`src/rtl/lfsr_rng_pkg.sv`:
```
// Shared definitions for the LFSR random-number arbiter.
// Holds the two-state FSM encoding and the default 32-bit tap mask and seed.
// The counter widths are also kept here so the top and the bench agree on them.
package lfsr_rng_pkg;

  // WARM: the LFSR is free-running to discard the first steps after a (re)seed.
  // RUN:  the LFSR only advances when a grant is issued.
  typedef enum logic [0:0] {
    WARM = 1'b0,
    RUN  = 1'b1
  } state_e;

  // Default Galois tap mask; bit 31 is implied by the feedback into the MSB.
  localparam logic [31:0] DEF_POLY32 = 32'h8020_0003;
  // Default seed; it also replaces a zero seed so the LFSR never locks up.
  localparam logic [31:0] DEF_SEED32 = 32'hACE1_ACE1;

  // The warm counter must reach WARMUP_CYC, which is at most 255.
  localparam int unsigned WARM_CNT_W = 8;
  // The grant counter wraps at 16 bits.
  localparam int unsigned GNT_CNT_W  = 16;

endpackage

```
`src/rtl/lfsr_rng_rr_arb.sv`:
```
// Round-robin selector for the LFSR random-number arbiter.
// Purely combinational: the last-winner register lives in the parent.
// Ports:
//   req   - eligible requesters (already masked by the parent)
//   last  - index of the previous winner; the search starts just after it
//   gnt   - one-hot grant vector, zero when nobody is eligible
//   idx   - binary index of the winner (0 when valid is low)
//   valid - at least one requester was eligible
module lfsr_rng_rr_arb #(
  parameter int NUM_REQ = 4,
  parameter int IDX_W   = $clog2(NUM_REQ)
) (
  input  logic [NUM_REQ-1:0] req,
  input  logic [IDX_W-1:0]   last,
  output logic [NUM_REQ-1:0] gnt,
  output logic [IDX_W-1:0]   idx,
  output logic               valid
);

  logic [IDX_W-1:0] cand_s;

  // Walk the ring once, starting after the last winner; first hit wins.
  always_comb begin
    gnt    = '0;
    idx    = '0;
    valid  = 1'b0;
    cand_s = last;
    for (int k = 0; k < NUM_REQ; k++) begin
      // Explicit wrap so non-power-of-two ring sizes never index past the end.
      if (cand_s == IDX_W'(NUM_REQ - 1)) begin
        cand_s = '0;
      end else begin
        cand_s = cand_s + IDX_W'(1);
      end
      if (!valid && req[cand_s]) begin
        valid       = 1'b1;
        gnt[cand_s] = 1'b1;
        idx         = cand_s;
      end else begin
        valid = valid;
      end
    end
  end

endmodule

```
`src/rtl/lfsr_rng_arb.sv`:
```
// Round-robin arbiter that hands out one LFSR random word per grant.
// After reset or a seed load the Galois LFSR free-runs for WARMUP_CYC steps
// (busy_o high, no grants); afterwards it advances only on grants.
// Ports:
//   clk_i     - clock, rising edge
//   rst_i     - synchronous active-high reset
//   seed_wr_i - one-cycle seed load strobe (zero seed maps to DEF_SEED)
//   seed_i    - seed value
//   req_i     - per-requester request levels
//   gnt_o     - registered one-hot-or-zero grant pulse
//   rnd_o     - registered random word, valid with a nonzero gnt_o
//   busy_o    - high while warming up
//   gnt_cnt_o - wrapping count of grants since reset
module lfsr_rng_arb
  import lfsr_rng_pkg::*;
#(
  parameter int                    NUM_REQ    = 4,
  parameter int                    DATA_WIDTH = 32,
  parameter logic [DATA_WIDTH-1:0] POLY       = DATA_WIDTH'(DEF_POLY32),
  parameter logic [DATA_WIDTH-1:0] DEF_SEED   = DATA_WIDTH'(DEF_SEED32),
  parameter int                    WARMUP_CYC = 32
) (
  input  logic                  clk_i,
  input  logic                  rst_i,
  input  logic                  seed_wr_i,
  input  logic [DATA_WIDTH-1:0] seed_i,
  input  logic [NUM_REQ-1:0]    req_i,
  output logic [NUM_REQ-1:0]    gnt_o,
  output logic [DATA_WIDTH-1:0] rnd_o,
  output logic                  busy_o,
  output logic [GNT_CNT_W-1:0]  gnt_cnt_o
);

  localparam int                    IDX_W     = $clog2(NUM_REQ);
  localparam logic [WARM_CNT_W-1:0] WARM_LAST = WARM_CNT_W'(WARMUP_CYC);
  localparam logic [IDX_W-1:0]      LAST_RST  = IDX_W'(NUM_REQ - 1);

  // One Galois step: the LSB falls out, feeds the MSB and XORs into the taps.
  // A nonzero state can never step to zero, because a set LSB always sets the MSB.
  function automatic logic [DATA_WIDTH-1:0] lfsr_step(input logic [DATA_WIDTH-1:0] q);
    logic [DATA_WIDTH-1:0] n;
    n[DATA_WIDTH-1] = q[0];
    for (int i = 0; i < DATA_WIDTH - 1; i++) begin
      n[i] = q[i+1] ^ (POLY[i] & q[0]);
    end
    return n;
  endfunction

  state_e                  state_r,   state_s;
  logic [WARM_CNT_W-1:0]   warm_cnt_r, warm_cnt_s;
  logic [DATA_WIDTH-1:0]   lfsr_r,    lfsr_s;
  logic [IDX_W-1:0]        last_r,    last_s;
  logic [NUM_REQ-1:0]      gnt_r,     gnt_s;
  logic [DATA_WIDTH-1:0]   rnd_r,     rnd_s;
  logic [GNT_CNT_W-1:0]    gnt_cnt_r, gnt_cnt_s;
  logic                    busy_r;

  logic [NUM_REQ-1:0]      elig_s;
  logic [NUM_REQ-1:0]      arb_gnt_s;
  logic [IDX_W-1:0]        arb_idx_s;
  logic                    arb_valid_s;

  // A requester granted this cycle sits out one cycle, even if still requesting.
  assign elig_s = req_i & ~gnt_r;

  lfsr_rng_rr_arb #(
    .NUM_REQ (NUM_REQ),
    .IDX_W   (IDX_W)
  ) u_rr_arb (
    .req   (elig_s),
    .last  (last_r),
    .gnt   (arb_gnt_s),
    .idx   (arb_idx_s),
    .valid (arb_valid_s)
  );

  // Next-state and next-output logic; a seed load overrides any grant decision.
  always_comb begin
    state_s    = state_r;
    warm_cnt_s = warm_cnt_r;
    lfsr_s     = lfsr_r;
    last_s     = last_r;
    gnt_s      = '0;
    rnd_s      = rnd_r;
    gnt_cnt_s  = gnt_cnt_r;
    if (seed_wr_i) begin
      lfsr_s     = (seed_i == '0) ? DEF_SEED : seed_i;
      warm_cnt_s = '0;
      state_s    = WARM;
    end else begin
      case (state_r)
        WARM: begin
          lfsr_s     = lfsr_step(lfsr_r);
          warm_cnt_s = warm_cnt_r + WARM_CNT_W'(1);
          if (warm_cnt_s == WARM_LAST) begin
            state_s = RUN;
          end else begin
            state_s = WARM;
          end
        end
        RUN: begin
          if (arb_valid_s) begin
            gnt_s     = arb_gnt_s;
            rnd_s     = lfsr_r;
            lfsr_s    = lfsr_step(lfsr_r);
            last_s    = arb_idx_s;
            gnt_cnt_s = gnt_cnt_r + GNT_CNT_W'(1);
          end else begin
            gnt_s = '0;
          end
        end
        default: begin
          state_s    = WARM;
          warm_cnt_s = '0;
        end
      endcase
    end
  end

  // State and output registers with synchronous reset.
  always_ff @(posedge clk_i) begin
    if (rst_i) begin
      state_r    <= WARM;
      warm_cnt_r <= '0;
      lfsr_r     <= DEF_SEED;
      last_r     <= LAST_RST;
      gnt_r      <= '0;
      rnd_r      <= '0;
      gnt_cnt_r  <= '0;
      busy_r     <= 1'b1;
    end else begin
      state_r    <= state_s;
      warm_cnt_r <= warm_cnt_s;
      lfsr_r     <= lfsr_s;
      last_r     <= last_s;
      gnt_r      <= gnt_s;
      rnd_r      <= rnd_s;
      gnt_cnt_r  <= gnt_cnt_s;
      busy_r     <= (state_s == WARM);
    end
  end

  assign gnt_o     = gnt_r;
  assign rnd_o     = rnd_r;
  assign busy_o    = busy_r;
  assign gnt_cnt_o = gnt_cnt_r;

endmodule

```
`config.mk`:
```
export PLATFORM = sky130hd
export DESIGN_NAME = lfsr_rng_arb
export DESIGN_NICKNAME = d
export VERILOG_FILES = /design/src/rtl/lfsr_rng_pkg.sv /design/src/rtl/lfsr_rng_rr_arb.sv /design/src/rtl/lfsr_rng_arb.sv
export SDC_FILE = /design/constraint.sdc
export NUM_CORES = 1
export LEC_CHECK = 0
export CAP_MARGIN = 5
export CORE_MARGIN = 5
export CORE_UTILIZATION = 25
export DETAILED_ROUTE_END_ITERATION = 10
export PLACE_DENSITY_LB_ADDON = 0.2
export SLEW_MARGIN = 20
export SYNTH_ARGS = -nofsm -noshare
export SYNTH_HDL_FRONTEND = slang
export SYNTH_SLANG_ARGS = --single-unit
```
`constraint.sdc`:
```
create_clock -name clk_i -period 2.8 [get_ports clk_i]
set_input_delay 0.56 -clock clk_i [delete_from_list [all_inputs] [get_ports clk_i]]
set_output_delay 0.56 -clock clk_i [all_outputs]
set_load 0.02 [all_outputs]
```
# == Word level (Yosys, flattened, before mapping) ==
# Index checks and enable logic that the tools add are counted.
# totals
register_bits,96
out_inout_bits,53
wordCells,93
# classes
addsub,6
order_cmp,8
eq_ne,6
n_mux,39
bitwise,12
reduce_logical,14
# ops
cell,count
$mux 32,3
$pmux 32 s2,1
$logic_not 32->1,1
$add 16x1->16 const B,1
$mux 2,8
$mux 4,4
$mux 1,15
$lt 2x3->1 const B,4
$or 4x4->4,3
$add 2x1->2 const B,4
$add 8x1->8 const B,1
$bmux 1 s2,4
$demux 1 s2,4
$eq 2x2->1 const B,4
$eq 8x6->1 const B,1
$ge 2x1->1 const B,4
$logic_and 1x1->1,7
$and 4x4->4,1
$not 1->1,4
$not 4->4,1
$reduce_or 4->1,1
$logic_not 1->1,3
$ne 3x2->1 const B,1
$reduce_and 3->1,1
other kinds (2),4

# == Logic depth before layout (Yosys ltp) ==
# Gate-level depths: netlist of run 1.
# depth
depth_word,17
ltp_mapped,8

# == Cells and area by module ==
# Synthesis of run 1 repeated with hierarchy kept, for this count alone.
# unflattened
hier_cells,569
area_unflattened_um2,4571.9
# modules_own_cells
module,instances,cells_per_inst,area_each_um2,seq_area_each_um2
lfsr_rng_arb,1,513,4155.2,1921.8
lfsr_rng_rr_arb,1,56,416.6,0.0

# == Least setup slack after synthesis of run 1 ==
# OpenSTA, ideal clock, no wires.
# synth_timing
path_kind,register to register
startpoint,register last_r[0]
endpoint,"register gnt_r[0], in the netlist gnt_o[0]"
t_arrival_ns,1.944
required_ns,2.678
slack_ns,0.734
stages_incl_launch_ff,8
n_path_buf,1
synth_period_minus_slack_ns,2.066
path_cell_list,dfxtp_1 > inv_1 > ha_1 > clkbuf_1 > mux4_2 > a22oi_1 > nor2_1 > a221o_1
# synth_via
elab_chain_cells,16
word_cells_on_any_way,59
# synth_rtl
element,line,source
"start, declared",lfsr_rng_arb.sv:52,"logic [IDX_W-1:0] last_r, last_s;"
"start signal, assigned",lfsr_rng_arb.sv:135,last_r <= last_s;
$add 2x1->2 or $eq 2x2->1 (tied branches),"lfsr_rng_rr_arb.sv:33, lfsr_rng_rr_arb.sv:30",
$mux 2 *,lfsr_rng_rr_arb.sv:30,if (cand_s == IDX_W'(NUM_REQ - 1)) begin
"parallel branches: the longest is 14 deep, another holds $lt 2x3->1",--,
"end signal, assigned",lfsr_rng_arb.sv:136,gnt_r <= gnt_s;
"end, declared",lfsr_rng_arb.sv:53,"logic [NUM_REQ-1:0] gnt_r, gnt_s;"
# Every way passes the cells marked *. The select of a mux whose other input is x is not followed.
# A chain may end at the register's enable or synchronous reset.

# == Final worst setup path of run 1 ==
# layout_timing
startpoint,register last_r[0]
endpoint,"register gnt_r[1], in the netlist gnt_o[1]"
# The elaborated chain is that of the path after synthesis.

==> impl_metrics.yaml, run 1 <==
sta:
  fin_tns_setup_ps: 0
  period_share: 0.905
  setup_viol: 0
  holdWs_ps: 453
  fin_skew_ps: 7.76
  rsz0062_at_grt: "false"
  hold_viol: 0
  maxSlewHeadroom: 0.500
  fmaxAchievable_mhz: 394
  min_period_ps: 2540
  slew_viol_final: 0
  worst_slew_pin_slew_ps: 750
logic_synthesis:
  synth_area_um2: 4250
  syn_inst: 514
  syn_avg_cell_area_um2: 8.27
  ys_types: 45
  async_reset_ff_frac: 0
  synth.net_count: 563
  yosysTopAreaCell: "dfxtp_1"
  synth.area.top_cells: "dfxtp_1, a21oi_1, nand2_1"
  ys_ff_latch: 96
  ys.flop_type: "dfxtp_1"
  synth_edf_count: 0
  ys_seq_area_frac: 0.452
  synth_top_cell_area_share: 0.452
  yosysWarnings: 0
finish:
  num_antenna_cells: 0
  drive_gt1_frac: 0.0601
  syn2layout_area_growth_pct: 34.6
  nets: 643
  final_util: 0.344
  stdcell_area_um2: 5720
placed_design:
  gp_congestion: 0.819
  numPortBuffers: 91
  postPlaceCellArea_um2: 5410
  hpwl_mm: 9.20
die:
  die_w_um: 140
  fp-row-count: 47
  ios: 92
  core-area_um2: 16600
  dieArea_um2: 19700
  start_util: 0.255
  die_h_um: 140
routing:
  post_drt_via_cell_ratio: 4.86
  wirelength_mm: 12.9
  ant_nets: 0
  wire_per_inst_um: 15.8
  vias: 3981
  first_pass_iters: 5
  drt_iter0_drc: 279
  drc: 0
clock_network:
  cts_hold_buffers: 0
  cts_buffers: 9
  post_cts_resized: 0
  cts_tree: "built"
  htree_levels: 3
  worstSkewPairLatency_ps: 350
  postCtsSetupBuffers: 0
  cts-root-buf: "clkbuf_16"
  cts_buffer_depth: 2
  clkSinkCount: 96
  clk_pin_slew_worst_paths_ps: 60
global_route:
  grt_max_degree: 60
  grt_pass1_vias: 3797
  grt_usage: 0.131
  grt_pass1_wl_mm: 20.8
  grt_overflow: 0
  antenna_found_initial: 0
hold_path:
  hold_path_class: "reg -> reg"
power_and_ir_drop:
  power_uw: 2940
  p_per_area_nw_per_um2: 515
  cellLeakagePower_uw: 0.00197
  peakVddDrop_v: 0.000305
run:
  drv_cap: 0
critical_path:
  cp_data_arrival_time_ps: 2770
  worstSetupEndpointType: "flop"
  worstSetupPathType: "reg -> reg"
  worst_setup_path_start_kind: "flop"
  crit_fanout: 11
  crit_required_ps: 3030
outcome:
  outcome: "complete, no violations"
[path summary, 6_finish.rpt]
path                                start        end  slack (ps)  depth (start not counted)
worst max register to register  last_r[0]   gnt_o[1]         260                          6
worst min register to register  rnd_o[21]  rnd_o[21]         450                          2
worst max-delay path            last_r[0]   gnt_o[1]         260                          6
worst min-delay path            rnd_o[21]  rnd_o[21]         450                          2
[state kept, by name, indices dropped and copies added, names as in the netlist]
signal	cells
gnt_cnt_o	16
warm_cnt_r	8
gnt_o	4
last_r	2
busy_o	1
state_r	1
lfsr_r	32
rnd_o	32
[layout by cell type (no fill, tap or decap), types with 10 or more instances in the layout]
cell / synthesis / layout
xor2_1: 17 / 17
o22ai_1: 16 / 16
nor3_1: 19 / 19
o21ai_0: 23 / 23
nor4_1: 11 / 11
a221oi_1: 15 / 15
dfxtp_1: 96 / 96
nand3_1: 15 / 15
nor2_1: 59 / 57
nand2_1: 74 / 74
ha_1: 10 / 10
a21oi_1: 59 / 59
buf_4: 0 / 12
clkdlybuf4s50_1: 0 / 90
[logic make-up after synthesis]
kind of cell               after synthesis  share of synthesized area
DFF                                     96                      0.452
AOI/OAI and AO/OA                      131                      0.189
muxes                                    4                     0.0162
and+or+nand+nor                        209                      0.223
adders and majority gates               10                     0.0294
xor gates and xnor gates                25                     0.0515
buffers and inverters                   39                     0.0389
[cells in the mapped netlist (all sizes together), types with 5 or more instances]
cell and count:
nand2 74, xor2 17, a221oi 15, ha 10
o21ai 24, o22ai 16, nand4 6, nand3 15
buf 14, xnor2 8, nor4 11, nor3 19
nor2b 5, clkbuf 21, nor2 59, dfxtp 96
a21oi 59
[stage by stage]
step	instances	setup WS, ps
detailed placement	803	-43.2
global placement	803	24.4
floorplan	514	734
finish	819	265
CTS	819	317
global route	819	129
[power breakdown]
part | internal (µW) | switching (µW)
Sequential | 1400 | 29.9
Combinational | 102 | 106
Clock | 780 | 528
Total | 2280 | 664
[final cells by class]
type | instances | area [µm²]
Fill cell | 1721 | 10900
Multi-Input combinational cell | 379 | 2180
Sequential cell | 96 | 1920
Timing Repair Buffer | 104 | 1020
Tap cell | 220 | 275
Clock buffer | 10 | 229
Clock inverter | 6 | 83.8
Inverter | 4 | 15.0
[layer usage]
layer,global-route usage,share of wire
met2,0.203,0.45
met4,0.0510,0.020
met1,0.177,0.47
met3,0.0303,0.050
met5,0,0
[worst max-delay path, stage by stage, from the launching register on]
cell and delay, ps:
dfxtp_1 470, inv_1 160, ha_1 530, mux4_1 710
a22oi_1 230, nor2_1 70, a221o_1 250
Power figures use the tool's default switching activity.
==> run 2: changes to the inputs <==
- SETUP_SLACK_MARGIN: unset -> 0.02
==> results of run 2 <==
The final DEF is identical to that of run 1; final timing and power are the same.
==> run 3: changes to the inputs <==
- GPL_ROUTABILITY_DRIVEN: unset -> 0
- PLACE_DENSITY: unset -> 0.43
- PLACE_DENSITY_LB_ADDON: 0.2 -> unset
==> run 3 against run 2 <==
Clock power about the same. Via count increased by 0.35%. Utilization increased by 0.12 points. Non-clock buffer count increased by 4. Combinational power about the same. Register-to-register slack improved by 50 ps. Design area increased by 0.35%. Count of clock-buffer cells in the layout increased by 1. Largest cell class unchanged. Worst setup slack improved by 50 ps. First-iteration DRC count decreased by 28%.
==> impl_metrics.yaml, run 3 (synthesis gave the netlist of run 1 again) <==
routing:
  post_drt_via_cell_ratio: 4.85
  drc: 0
  wire_per_inst_um: 15.6
  vias: 3995
  ant_nets: 0
  wirelength_mm: 12.8
  first_pass_iters: 4
  drt_iter0_drc: 202
critical_path:
  crit_fanout: 11
  reg2reg_depth: 6
  worstSetupEndpointType: "flop"
  worstSetupPathType: "reg -> reg"
  worst_setup_path_start_kind: "flop"
  crit_required_ps: 3020
  cp_data_arrival_time_ps: 2710
power_and_ir_drop:
  p_per_area_nw_per_um2: 512
  cellLeakagePower_uw: 0.00198
  peakVddDrop_v: 0.000289
  power_uw: 2940
global_route:
  grt_pass1_vias: 3896
  grt_overflow: 0
  grt_max_degree: 53
  antenna_found_initial: 0
  grt_usage: 0.131
  grt_pass1_wl_mm: 21.0
clock_network:
  cts_hold_buffers: 0
  postCtsSetupBuffers: 0
  cts_buffer_depth: 2
  htree_levels: 3
  clk_pin_slew_worst_paths_ps: 70
  worstSkewPairLatency_ps: 350
  cts_tree: "built"
  cts_buffers: 9
  cts-root-buf: "clkbuf_16"
  clkSinkCount: 96
  post_cts_resized: 0
die:
  die_h_um: 140
  fp-row-count: 47
  ios: 92
  dieArea_um2: 19700
  core-area_um2: 16600
  die_w_um: 140
  start_util: 0.255
finish:
  fin_cells: 823
  drive_gt1_frac: 0.0680
  nets: 647
  syn2layout_area_growth_pct: 35.1
  layout_commonest_cell: "dfxtp_1"
  final_util: 0.345
  mostFrequentLayoutCells: "dfxtp_1, clkdlybuf4s50_1, nand2_1"
  num_antenna_cells: 0
sta:
  slew_viol_final: 0
  fin_skew_ps: 8.59
  holdWs_ps: 454
  fmaxAchievable_mhz: 402
  setup_viol: 0
  maxSlewHeadroom: 0.507
  min_period_ps: 2490
  period_share: 0.888
  worst_slew_pin_slew_ps: 738
  rsz0062_at_grt: "false"
  fin_tns_setup_ps: 0
  hold_viol: 0
placed_design:
  numPortBuffers: 91
  post-place-cells: 807
  hpwl_mm: 9.47
hold_path:
  hold_depth: 2
  hold_path_class: "reg -> reg"
run:
  drv_cap: 0
outcome:
  outcome: "complete, no violations"
[run 3: final timing paths]
kind | from | endpoint | slack, ps
max | last_r[0] | gnt_o[2] | 310
min | rnd_o[4] | rnd_o[4] | 450
max reg2reg | last_r[0] | gnt_o[2] | 310
min reg2reg | rnd_o[4] | rnd_o[4] | 450
[run 3: power breakdown]
part           internal [µW]  switching (µW)
clock                    747             558
combinational            103             105
sequential              1400            29.6
total                   2250             693
[run 3: stage by stage]
stage | cell area [µm²] | setup slack, ps
2_1_floorplan | 4250 | 734
3_3_place_gp | 5420 | -29.3
3_5_place_dp | 5430 | 54.2
4_1_cts | 5740 | 299
5_1_grt | 5740 | 152
6_report | 5740 | 314
[run 3: worst max-delay path: stages (launching register included)]
cell,delay [ps]
dfxtp_1,470
inv_1,140
ha_1,520
mux4_1,700
a22oi_1,180
nor2_1,60
a221o_1,290
[run 3: cell type report]
class,count,area [µm²]
Multi-Input combinational cell,379,2180
Tap cell,220,275
Fill cell,1748,10900
Clock inverter,5,62.6
Clock buffer,11,253
Sequential cell,96,1920
Timing Repair Buffer,108,1030
Inverter,4,15.0
[run 3: routing by layer]
metal / vias up / routed length (µm) / part of all wire / GRT usage
met4: 0 / 217 / 0.017 / 0.0469
met3: 11 / 508 / 0.040 / 0.0239
met5: - / 0 / 0 / 0
met2: 91 / 5730 / 0.45 / 0.198
met1: 1902 / 6380 / 0.50 / 0.186
li1: 1991 / - / - / -
